## config.mk

```make
export PLATFORM = sky130hd
export DESIGN_NAME = npc_csr_trap_flat
export DESIGN_NICKNAME = d
export VERILOG_FILES = /design/src/rtl/npc_csr_trap_if.sv /design/src/rtl/npc_csr_trap.sv /design/src/flat_wrapper.sv
export SDC_FILE = /design/constraint.sdc
export NUM_CORES = 1
export LEC_CHECK = 0
export ABC_AREA = 1
export BUFFER_PORTS_ARGS = -buffer_cell sky130_fd_sc_hd__buf_4
export CORE_MARGIN = 2
export CORE_UTILIZATION = 45
export CTS_CLUSTER_SIZE = 14
export DETAILED_ROUTE_END_ITERATION = 8
export HOLD_SLACK_MARGIN = 0.08
export PLACE_DENSITY = 0.7
export SLEW_MARGIN = 20
export SYNTH_ARGS = -nofsm -noshare
export SYNTH_HDL_FRONTEND = slang
export SYNTH_SLANG_ARGS = --single-unit
```

## constraint.sdc

```tcl
create_clock -name clk -period 2.7 [get_ports clk]
set_clock_uncertainty 0.2 [all_clocks]
set_input_delay 0.27 -clock clk [delete_from_list [all_inputs] [get_ports clk]]
set_output_delay 0.27 -clock clk [all_outputs]
set_load 0.01 [all_outputs]
```

## src/rtl/npc_csr_trap_if.sv

```systemverilog
// Instruction issue and redirect bundle between the issue path,
// the machine-mode CSR/trap block and the IFU.
interface npc_csr_trap_if #(
    parameter int unsigned XLEN = 32
);
    logic            inst_valid;
    logic            inst_ready;
    logic [31:0]     inst;
    logic [XLEN-1:0] pc;
    logic [XLEN-1:0] rs1_data;
    logic [XLEN-1:0] csr_rdata;
    logic            csr_rd_we;
    logic            redirect_valid;
    logic [XLEN-1:0] redirect_pc;
    logic            ecall_pulse;
    logic            mret_pulse;

    modport master (
        output inst_valid, inst, pc, rs1_data,
        input  inst_ready, csr_rdata, csr_rd_we,
        input  redirect_valid, redirect_pc,
        input  ecall_pulse, mret_pulse
    );

    modport slave (
        input  inst_valid, inst, pc, rs1_data,
        output inst_ready, csr_rdata, csr_rd_we,
        output redirect_valid, redirect_pc,
        output ecall_pulse, mret_pulse
    );
endinterface

```

## src/rtl/npc_csr_trap.sv

```systemverilog
// Machine-mode CSR file (mstatus/mtvec/mepc/mcause) and ecall/mret
// trap sequencer issuing a one-cycle PC redirect to the IFU.
module npc_csr_trap #(
    parameter int unsigned     XLEN        = 32,
    parameter logic [XLEN-1:0] RST_MSTATUS = 32'h0000_1800,
    parameter logic [XLEN-1:0] ECALL_CAUSE = 32'd11
) (
    input  logic             clk,
    input  logic             rst_n,
    npc_csr_trap_if.slave    bus
);
    localparam logic [11:0] A_MSTATUS = 12'h300;
    localparam logic [11:0] A_MTVEC   = 12'h305;
    localparam logic [11:0] A_MEPC    = 12'h341;
    localparam logic [11:0] A_MCAUSE  = 12'h342;

    typedef enum logic [1:0] {
        IDLE,
        TRAP,
        RET
    } state_t;

    state_t state;
    state_t state_next;

    logic [XLEN-1:0] mstatus;
    logic [XLEN-1:0] mtvec;
    logic [XLEN-1:0] mepc;
    logic [XLEN-1:0] mcause;

    logic [6:0]  opcode;
    logic [2:0]  funct3;
    logic [11:0] addr;
    logic [4:0]  field;
    logic [4:0]  rd;

    logic            ready;
    logic            accept;
    logic            is_ecall;
    logic            is_mret;
    logic            is_csr;
    logic            take_ecall;
    logic            take_mret;
    logic            take_csr;
    logic            op_rw;
    logic            op_rs;
    logic            op_rc;
    logic            csr_we;
    logic [XLEN-1:0] operand;
    logic [XLEN-1:0] old_val;
    logic [XLEN-1:0] new_val;

    assign opcode = bus.inst[6:0];
    assign funct3 = bus.inst[14:12];
    assign addr   = bus.inst[31:20];
    assign field  = bus.inst[19:15];
    assign rd     = bus.inst[11:7];

    assign is_ecall = (bus.inst == 32'h0000_0073);
    assign is_mret  = (bus.inst == 32'h3020_0073);
    assign is_csr   = (opcode == 7'h73) && (funct3[1:0] != 2'b00);

    assign ready  = (state == IDLE);
    assign accept = bus.inst_valid & ready & rst_n;

    assign take_ecall = accept & is_ecall;
    assign take_mret  = accept & is_mret;
    assign take_csr   = accept & is_csr;

    assign op_rw = is_csr & (funct3[1:0] == 2'b01);
    assign op_rs = is_csr & (funct3[1:0] == 2'b10);
    assign op_rc = is_csr & (funct3[1:0] == 2'b11);

    assign operand = funct3[2] ? {{(XLEN-5){1'b0}}, field}
                               : bus.rs1_data;

    // Set/clear forms with a zero operand field are pure reads.
    assign csr_we = take_csr & (op_rw | (field != 5'd0));

    // Current value of the addressed CSR; unmapped addresses read 0.
    always_comb begin
        old_val = '0;
        case (addr)
            A_MSTATUS: old_val = mstatus;
            A_MTVEC:   old_val = mtvec;
            A_MEPC:    old_val = mepc;
            A_MCAUSE:  old_val = mcause;
            default:   old_val = '0;
        endcase
    end

    // Value the CSR op would write back.
    always_comb begin
        new_val = old_val;
        unique case (1'b1)
            op_rw:   new_val = operand;
            op_rs:   new_val = old_val | operand;
            op_rc:   new_val = old_val & ~operand;
            default: new_val = old_val;
        endcase
    end

    // CSR storage: trap entry/return side effects and software writes.
    always_ff @(posedge clk or negedge rst_n) begin
        if (!rst_n) begin
            mstatus <= RST_MSTATUS;
            mtvec   <= '0;
            mepc    <= '0;
            mcause  <= '0;
        end else if (take_ecall) begin
            mepc          <= {bus.pc[XLEN-1:2], 2'b00};
            mcause        <= ECALL_CAUSE;
            mstatus[7]    <= mstatus[3];
            mstatus[3]    <= 1'b0;
            mstatus[12:11] <= 2'b11;
        end else if (take_mret) begin
            mstatus[3]    <= mstatus[7];
            mstatus[7]    <= 1'b1;
            mstatus[12:11] <= 2'b11;
        end else if (csr_we) begin
            case (addr)
                A_MSTATUS: mstatus <= new_val;
                A_MTVEC:   mtvec   <= {new_val[XLEN-1:2], 2'b00};
                A_MEPC:    mepc    <= {new_val[XLEN-1:2], 2'b00};
                A_MCAUSE:  mcause  <= new_val;
                default:   ;
            endcase
        end
    end

    // Sequencer state register.
    always_ff @(posedge clk or negedge rst_n) begin
        if (!rst_n) begin
            state <= IDLE;
        end else begin
            state <= state_next;
        end
    end

    // Next state and the redirect issued in the cycle after a trap/return.
    always_comb begin
        state_next         = state;
        bus.redirect_valid = 1'b0;
        bus.redirect_pc    = '0;
        unique case (state)
            IDLE: begin
                if (take_ecall) begin
                    state_next = TRAP;
                end else if (take_mret) begin
                    state_next = RET;
                end
            end
            TRAP: begin
                bus.redirect_valid = 1'b1;
                bus.redirect_pc    = mtvec;
                state_next         = IDLE;
            end
            RET: begin
                bus.redirect_valid = 1'b1;
                bus.redirect_pc    = mepc;
                state_next         = IDLE;
            end
            default: state_next = IDLE;
        endcase
    end

    assign bus.inst_ready  = ready;
    assign bus.csr_rdata   = take_csr ? old_val : '0;
    assign bus.csr_rd_we   = take_csr & (rd != 5'd0);
    assign bus.ecall_pulse = take_ecall;
    assign bus.mret_pulse  = take_mret;
endmodule
```

## src/flat_wrapper.sv

```systemverilog
// flat-port wrapper written by rule: the top's interface ports become plain ports
module npc_csr_trap_flat 
#(
    parameter int unsigned     XLEN        = 32,
    parameter logic [XLEN-1:0] RST_MSTATUS = 32'h0000_1800,
    parameter logic [XLEN-1:0] ECALL_CAUSE = 32'd11
)
  (clk, rst_n, bus_inst_valid, bus_inst, bus_pc, bus_rs1_data, bus_inst_ready, bus_csr_rdata, bus_csr_rd_we, bus_redirect_valid, bus_redirect_pc, bus_ecall_pulse, bus_mret_pulse);
  npc_csr_trap_if #(.XLEN(XLEN)) bus_i ();
  input  logic clk;
  input  logic rst_n;
  input wire logic [$bits(bus_i.inst_valid)-1:0] bus_inst_valid;
  input wire logic [$bits(bus_i.inst)-1:0] bus_inst;
  input wire logic [$bits(bus_i.pc)-1:0] bus_pc;
  input wire logic [$bits(bus_i.rs1_data)-1:0] bus_rs1_data;
  output wire logic [$bits(bus_i.inst_ready)-1:0] bus_inst_ready;
  output wire logic [$bits(bus_i.csr_rdata)-1:0] bus_csr_rdata;
  output wire logic [$bits(bus_i.csr_rd_we)-1:0] bus_csr_rd_we;
  output wire logic [$bits(bus_i.redirect_valid)-1:0] bus_redirect_valid;
  output wire logic [$bits(bus_i.redirect_pc)-1:0] bus_redirect_pc;
  output wire logic [$bits(bus_i.ecall_pulse)-1:0] bus_ecall_pulse;
  output wire logic [$bits(bus_i.mret_pulse)-1:0] bus_mret_pulse;
  assign bus_i.inst_valid = bus_inst_valid;
  assign bus_i.inst = bus_inst;
  assign bus_i.pc = bus_pc;
  assign bus_i.rs1_data = bus_rs1_data;
  assign bus_inst_ready = bus_i.inst_ready;
  assign bus_csr_rdata = bus_i.csr_rdata;
  assign bus_csr_rd_we = bus_i.csr_rd_we;
  assign bus_redirect_valid = bus_i.redirect_valid;
  assign bus_redirect_pc = bus_i.redirect_pc;
  assign bus_ecall_pulse = bus_i.ecall_pulse;
  assign bus_mret_pulse = bus_i.mret_pulse;
  npc_csr_trap #(.XLEN(XLEN), .RST_MSTATUS(RST_MSTATUS), .ECALL_CAUSE(ECALL_CAUSE)) u_core (.clk(clk), .rst_n(rst_n), .bus(bus_i));
endmodule
```

---- Yosys cells after proc, flatten, opt, wreduce, memory -nomap -nowiden ----
Cells that the tools add are included.
word-level totals
  input bits .............................. 99
  register bits ........................... 128
  output and inout port bits .............. 69
  word-level logic and storage cells ...... 77
operators by class
  bitwise logic cells ..................... 16
  reductions and logical operators ........ 16
  equality and inequality tests ........... 14
  muxes and demuxes ....................... 25
operator list
  cell                  number
  $mux 32               10
  $pmux 32 s4           1
  $pmux 32 s3           1
  $pmux 32 s2           1
  $eq 12x10->1 const B  4
  $and 32x32->32        1
  $eq 32x30->1 const B  1
  $eq 32x7->1 const B   1
  $not 32->32           1
  $or 32x32->32         1
  $mux 13               2
  $and 1x1->1           10
  $mux 2                5
  $reduce_bool 5->1     2
  $reduce_and 4->1      2
  $reduce_bool 2->1     4
  $eq 7x7->1 const B    1
  $eq 2x2->1 const B    3
  $reduce_and 3->1      2
  $reduce_bool 3->1     2
  $mux 1                5
  $eq 2x1->1 const B    2
  $ne 3x3->1 const B    1
  $logic_not 2->1       1
  other kinds (6)       7

---- Longest topological paths before layout ----
  depth after elaboration ................. 8
  mapped depth ............................ 14
  mapped depth without buffers ............ 13

---- Least setup slack after synthesis ----
No wires, ideal clock.
  path kind ............................... flip-flop to output port
  from .................................... reg u_core.state[0]
  to ...................................... out bus_csr_rdata[10]
  data arrival time ....................... 1.620 ns
  data required time ...................... 2.230 ns
  cell stages (with the launch flop) ...... 10
  buffers on the path ..................... 1
  setup slack ............................. 0.610 ns
  cell sequence ........................... dfrtp_1 inv_1 ha_1 nand2_1 nor2_1 inv_2 nor2_4 inv_1 buf_1 nor2_1
between the ends
  cells in the longest elaborated chain, start to end .. 5
ends and longest elaborated chain
  what                       RTL line             source
  from (decl)                npc_csr_trap.sv:23   state_t state;
  from (signal assigned)     npc_csr_trap.sv:136  state <= state_next;
  $logic_not 2->1            npc_csr_trap.sv:63   assign ready = (state == IDLE);
  via bus_inst_ready         flat_wrapper.sv:16   output wire logic [$bits(bus_i.inst_ready)-1:0] bus_inst_ready;
  $and 1x1->1 (2 in series)  npc_csr_trap.sv:64   assign accept = bus.inst_valid & ready & rst_n;
  $and 1x1->1                npc_csr_trap.sv:68   assign take_csr = accept & is_csr;
  $mux 32                    npc_csr_trap.sv:168  assign bus.csr_rdata = take_csr ? old_val : '0;
  to (decl)                  flat_wrapper.sv:17   output wire logic [$bits(bus_i.csr_rdata)-1:0] bus_csr_rdata;
The timed path passes the listed nets, and every way through them passes these cells.

---- Worst setup path after layout ----
  from .................................... reg u_core.state[0]
  to ...................................... out bus_csr_rdata[12]
between the ends
  cells in the longest elaborated chain, start to end .. 5
ends and longest elaborated chain
  what                       RTL line
  $logic_not 2->1            npc_csr_trap.sv:63
  $and 1x1->1 (2 in series)  npc_csr_trap.sv:64
  $and 1x1->1                npc_csr_trap.sv:68
  $mux 32                    npc_csr_trap.sv:168
No other way between the ends.

==> results.ini <==
[synth]
avgSynthCellArea_um2=6.44
yosys.cell_types.count=35
synth_edf_count=0
netlist_instances=1324
netlist_area_um2=8520
yosys_warnings=0
ys_seq_area_share_pct=37.0
synthFlopType=dfrtp_1
ys_seq_elements=126
async_flop_share_pct=100

[route]
wl_um=29900
drt_pre_antenna_iters=7
drc=0
post_drt_wl_per_cell_um=16.9
drt_iter0_markers=988
drtAntennaViolNets=0
dr_total_vias=9476
vias_per_cell=5.37

[worst_setup_path]
worst-path-max-fanout=15
crit_path_end_kind=primary output
crit_arrival_ns=2.12
slowest_delay_ns=0.40
crit_type=reg2out
worst-path-buf-inv=5
cp-start-kind=register
crit_top_cell=inv_2
critPathRequiredTime_ns=2.23
path_cells=inv_2 > ha_4 > nand2_1 > nor2_4 > inv_2 > nor2_4 > inv_2 > buf_6 > nor2_1 > buf_4
reg2reg_from=u_core.state[0]$_DFFE_PN0P_
timing.critical_path.from=u_core.state[0]$_DFFE_PN0P_
crit_family=simple AND/OR/NAND/NOR gates
crit_slowest_cell=dfrtp_1

[cts]
clockBufferDepth=2
root_buffer=clkbuf_16
cts_made_buffers=17
clk_latency_ns=0.42
clk_pin_slew_ns=0.06
clock_sinks=126
cts_htree_levels=4
cts_tree=yes

[global_routing]
first_global_vias=9029
grt-ovfl-total=0
grt_pass1_wl_um=47100
grt_max_degree=127
antenna_found_initial=0
track_usage_pct=30.3

[timing]
setup_viol=0
relSlewSlack_pct=49.1
fmax_mhz=386
hold_viol=0
finalCriticalPeriod_ns=2.59
final.period_utilization_pct=96.0
slew_violations=0
rsz0062_at_grt=false
worst_slew_pin_slew_ns=0.762
setup_tns_ns=0

[floorplanning]
dieArea_um2=20100
num_rows=50
die_h_um=142
core_um2=18600
die_x_um=142
initial_utilization_pct=45.7
io_pins=168

[flow_run]
drv_cap=0

[pwr]
p_leak_nw=5.91
cellPowerDensity_nw_per_um2=414
ir_drop_mv=0.464

[hold_path]
hold_start=bus_rs1_data[26]
holdCritPathClass=in2reg

[place]
gp_congestion=0.908
dp.cells=1691
io_buffers=163
dp_hpwl_um=18900

[final_layout]
antennaDiodeCount=0
final-seq-area_um2=3160
area_delta_synth_final_pct=29.6
drive_gt1_share_pct=21.2
layout.cells.non_filler=1766
fin_nets=1622
fillers=1774
multi_input_area_um2=4720

[outcome]
status=completed

==> tightest hold or removal path: stages <==
cell and delay (ns):
buf_4 0.13, nand3_1 0.09, nand2_2 0.08, nand3_1 0.07, nand2_1 0.05
==> cell usage after synthesis (11+ instances only) <==
cell type / number / share of area [%]
nand2_2: 24 / 1.8
nand3_2: 20 / 2.3
buf_6: 11 / 1.5
inv_2: 12 / 0.53
clkbuf_1: 25 / 1.1
nand3_1: 233 / 14
nand2_1: 602 / 27
a21oi_1: 34 / 2.0
dfrtp_1: 124 / 36
buf_2: 25 / 1.5
clkinv_1: 19 / 0.84
nor2_1: 91 / 4.0
inv_1: 37 / 1.6
==> stage by stage <==
step	total power, mW	setup slack (ns)	area, µm²	hold WS [ns]	util [%]
after floorplan	2.03	0.610	8520	-0.226	-
after global placement	2.22	0.244	9970	0.256	53.5
after detailed placement	2.23	0.172	9970	0.261	53.5
after CTS	4.59	0.00408	11000	0.0830	59.1
after global routing	4.71	0.00574	11000	0.0932	59.2
final	4.57	0.107	11000	0.0877	59.2
==> power breakdown <==
| group | internal, mW | switching [mW] |
|---|---|---|
| registers | 1.89 | 0.00000224 |
| logic | 0.170 | 0.191 |
| clock network | 1.48 | 0.847 |
==> routing by layer <==
layer / up-vias / global-route usage (%) / wire length (µm)
li1: 4573 / - / -
met1: 4361 / 39.9 / 12300
met2: 463 / 50.7 / 14400
met3: 79 / 4.45 / 2300
met4: 0 / 11.4 / 904
met5: - / 0 / 0
==> final timing paths <==
| check | slack (ns) | to | cells after the start |
|---|---|---|---|
| max | 0.11 | bus_csr_rdata[12] | 10 |
| min reg2reg | 0.28 | u_core.mcause[0]$_DFFE_PN0P_ | 2 |
| max reg2reg | 0.33 | u_core.mepc[8]$_DFFE_PN0P_ | 12 |
| min in group asynchronous | 0.35 | u_core.mtvec[18]$_DFFE_PN0P_ | 3 |
| max in group asynchronous | 1.40 | u_core.mtvec[12]$_DFFE_PN0P_ | 3 |
| min | 0.09 | u_core.mstatus[26]$_DFFE_PN0P_ | 5 |
==> area by class of cell <==
| class | instances | share of cell area (%) |
|---|---|---|
| well taps | 234 | 2.65 |
| clock inverters | 5 | 0.714 |
| clock buffers | 26 | 4.61 |
| flip-flops and latches | 126 | 28.6 |
| repair buffers | 248 | 18.1 |
| multi-input cells | 1055 | 42.8 |
| inverters | 72 | 2.54 |
==> sequential cells by signal, indices dropped and copies added, names as in the netlist <==
| signal | flops |
|---|---|
| u_core.mstatus | 32 |
| u_core.mcause | 32 |
| u_core.mtvec | 30 |
| u_core.mepc | 30 |
| u_core.state | 2 |
==> cell usage in the layout (no fill, tap or decap), drive strengths merged <==
cell         netlist  routed
nand3            253     253
o21ai             16      16
nand4              5       5
ha                 3       3
o21a               2       2
clkbuf            25      26
buf               47     204
nand3b             1       1
a21oi             34      34
nand2            629     629
xor2               1       1
bufinv             0       2
nor2             104     104
dlygate4sd3        0      44
inv               50      50
nor3               3       3
clkinv            22      25
dfstp              2       2
conb               1       2
or2                2       2
dfrtp            124     124
==> repair_timing <==
item	in CTS	in global routing
hold buffers	44	0
resized for setup	8	7
buffers inserted	0	0
setup endpoints to repair	34	35
hold endpoints to repair	175	0
==> kinds of logic after synthesis <==
kind of cell	synth area share, %
simple gates	51.1
fa+ha+maj	0.441
compound gates	3.20
flops	37.0
xor+xnor	0.103
buf+inv	8.11
other cells	0.0440
No activity file was read; power rests on OpenSTA's default activity.
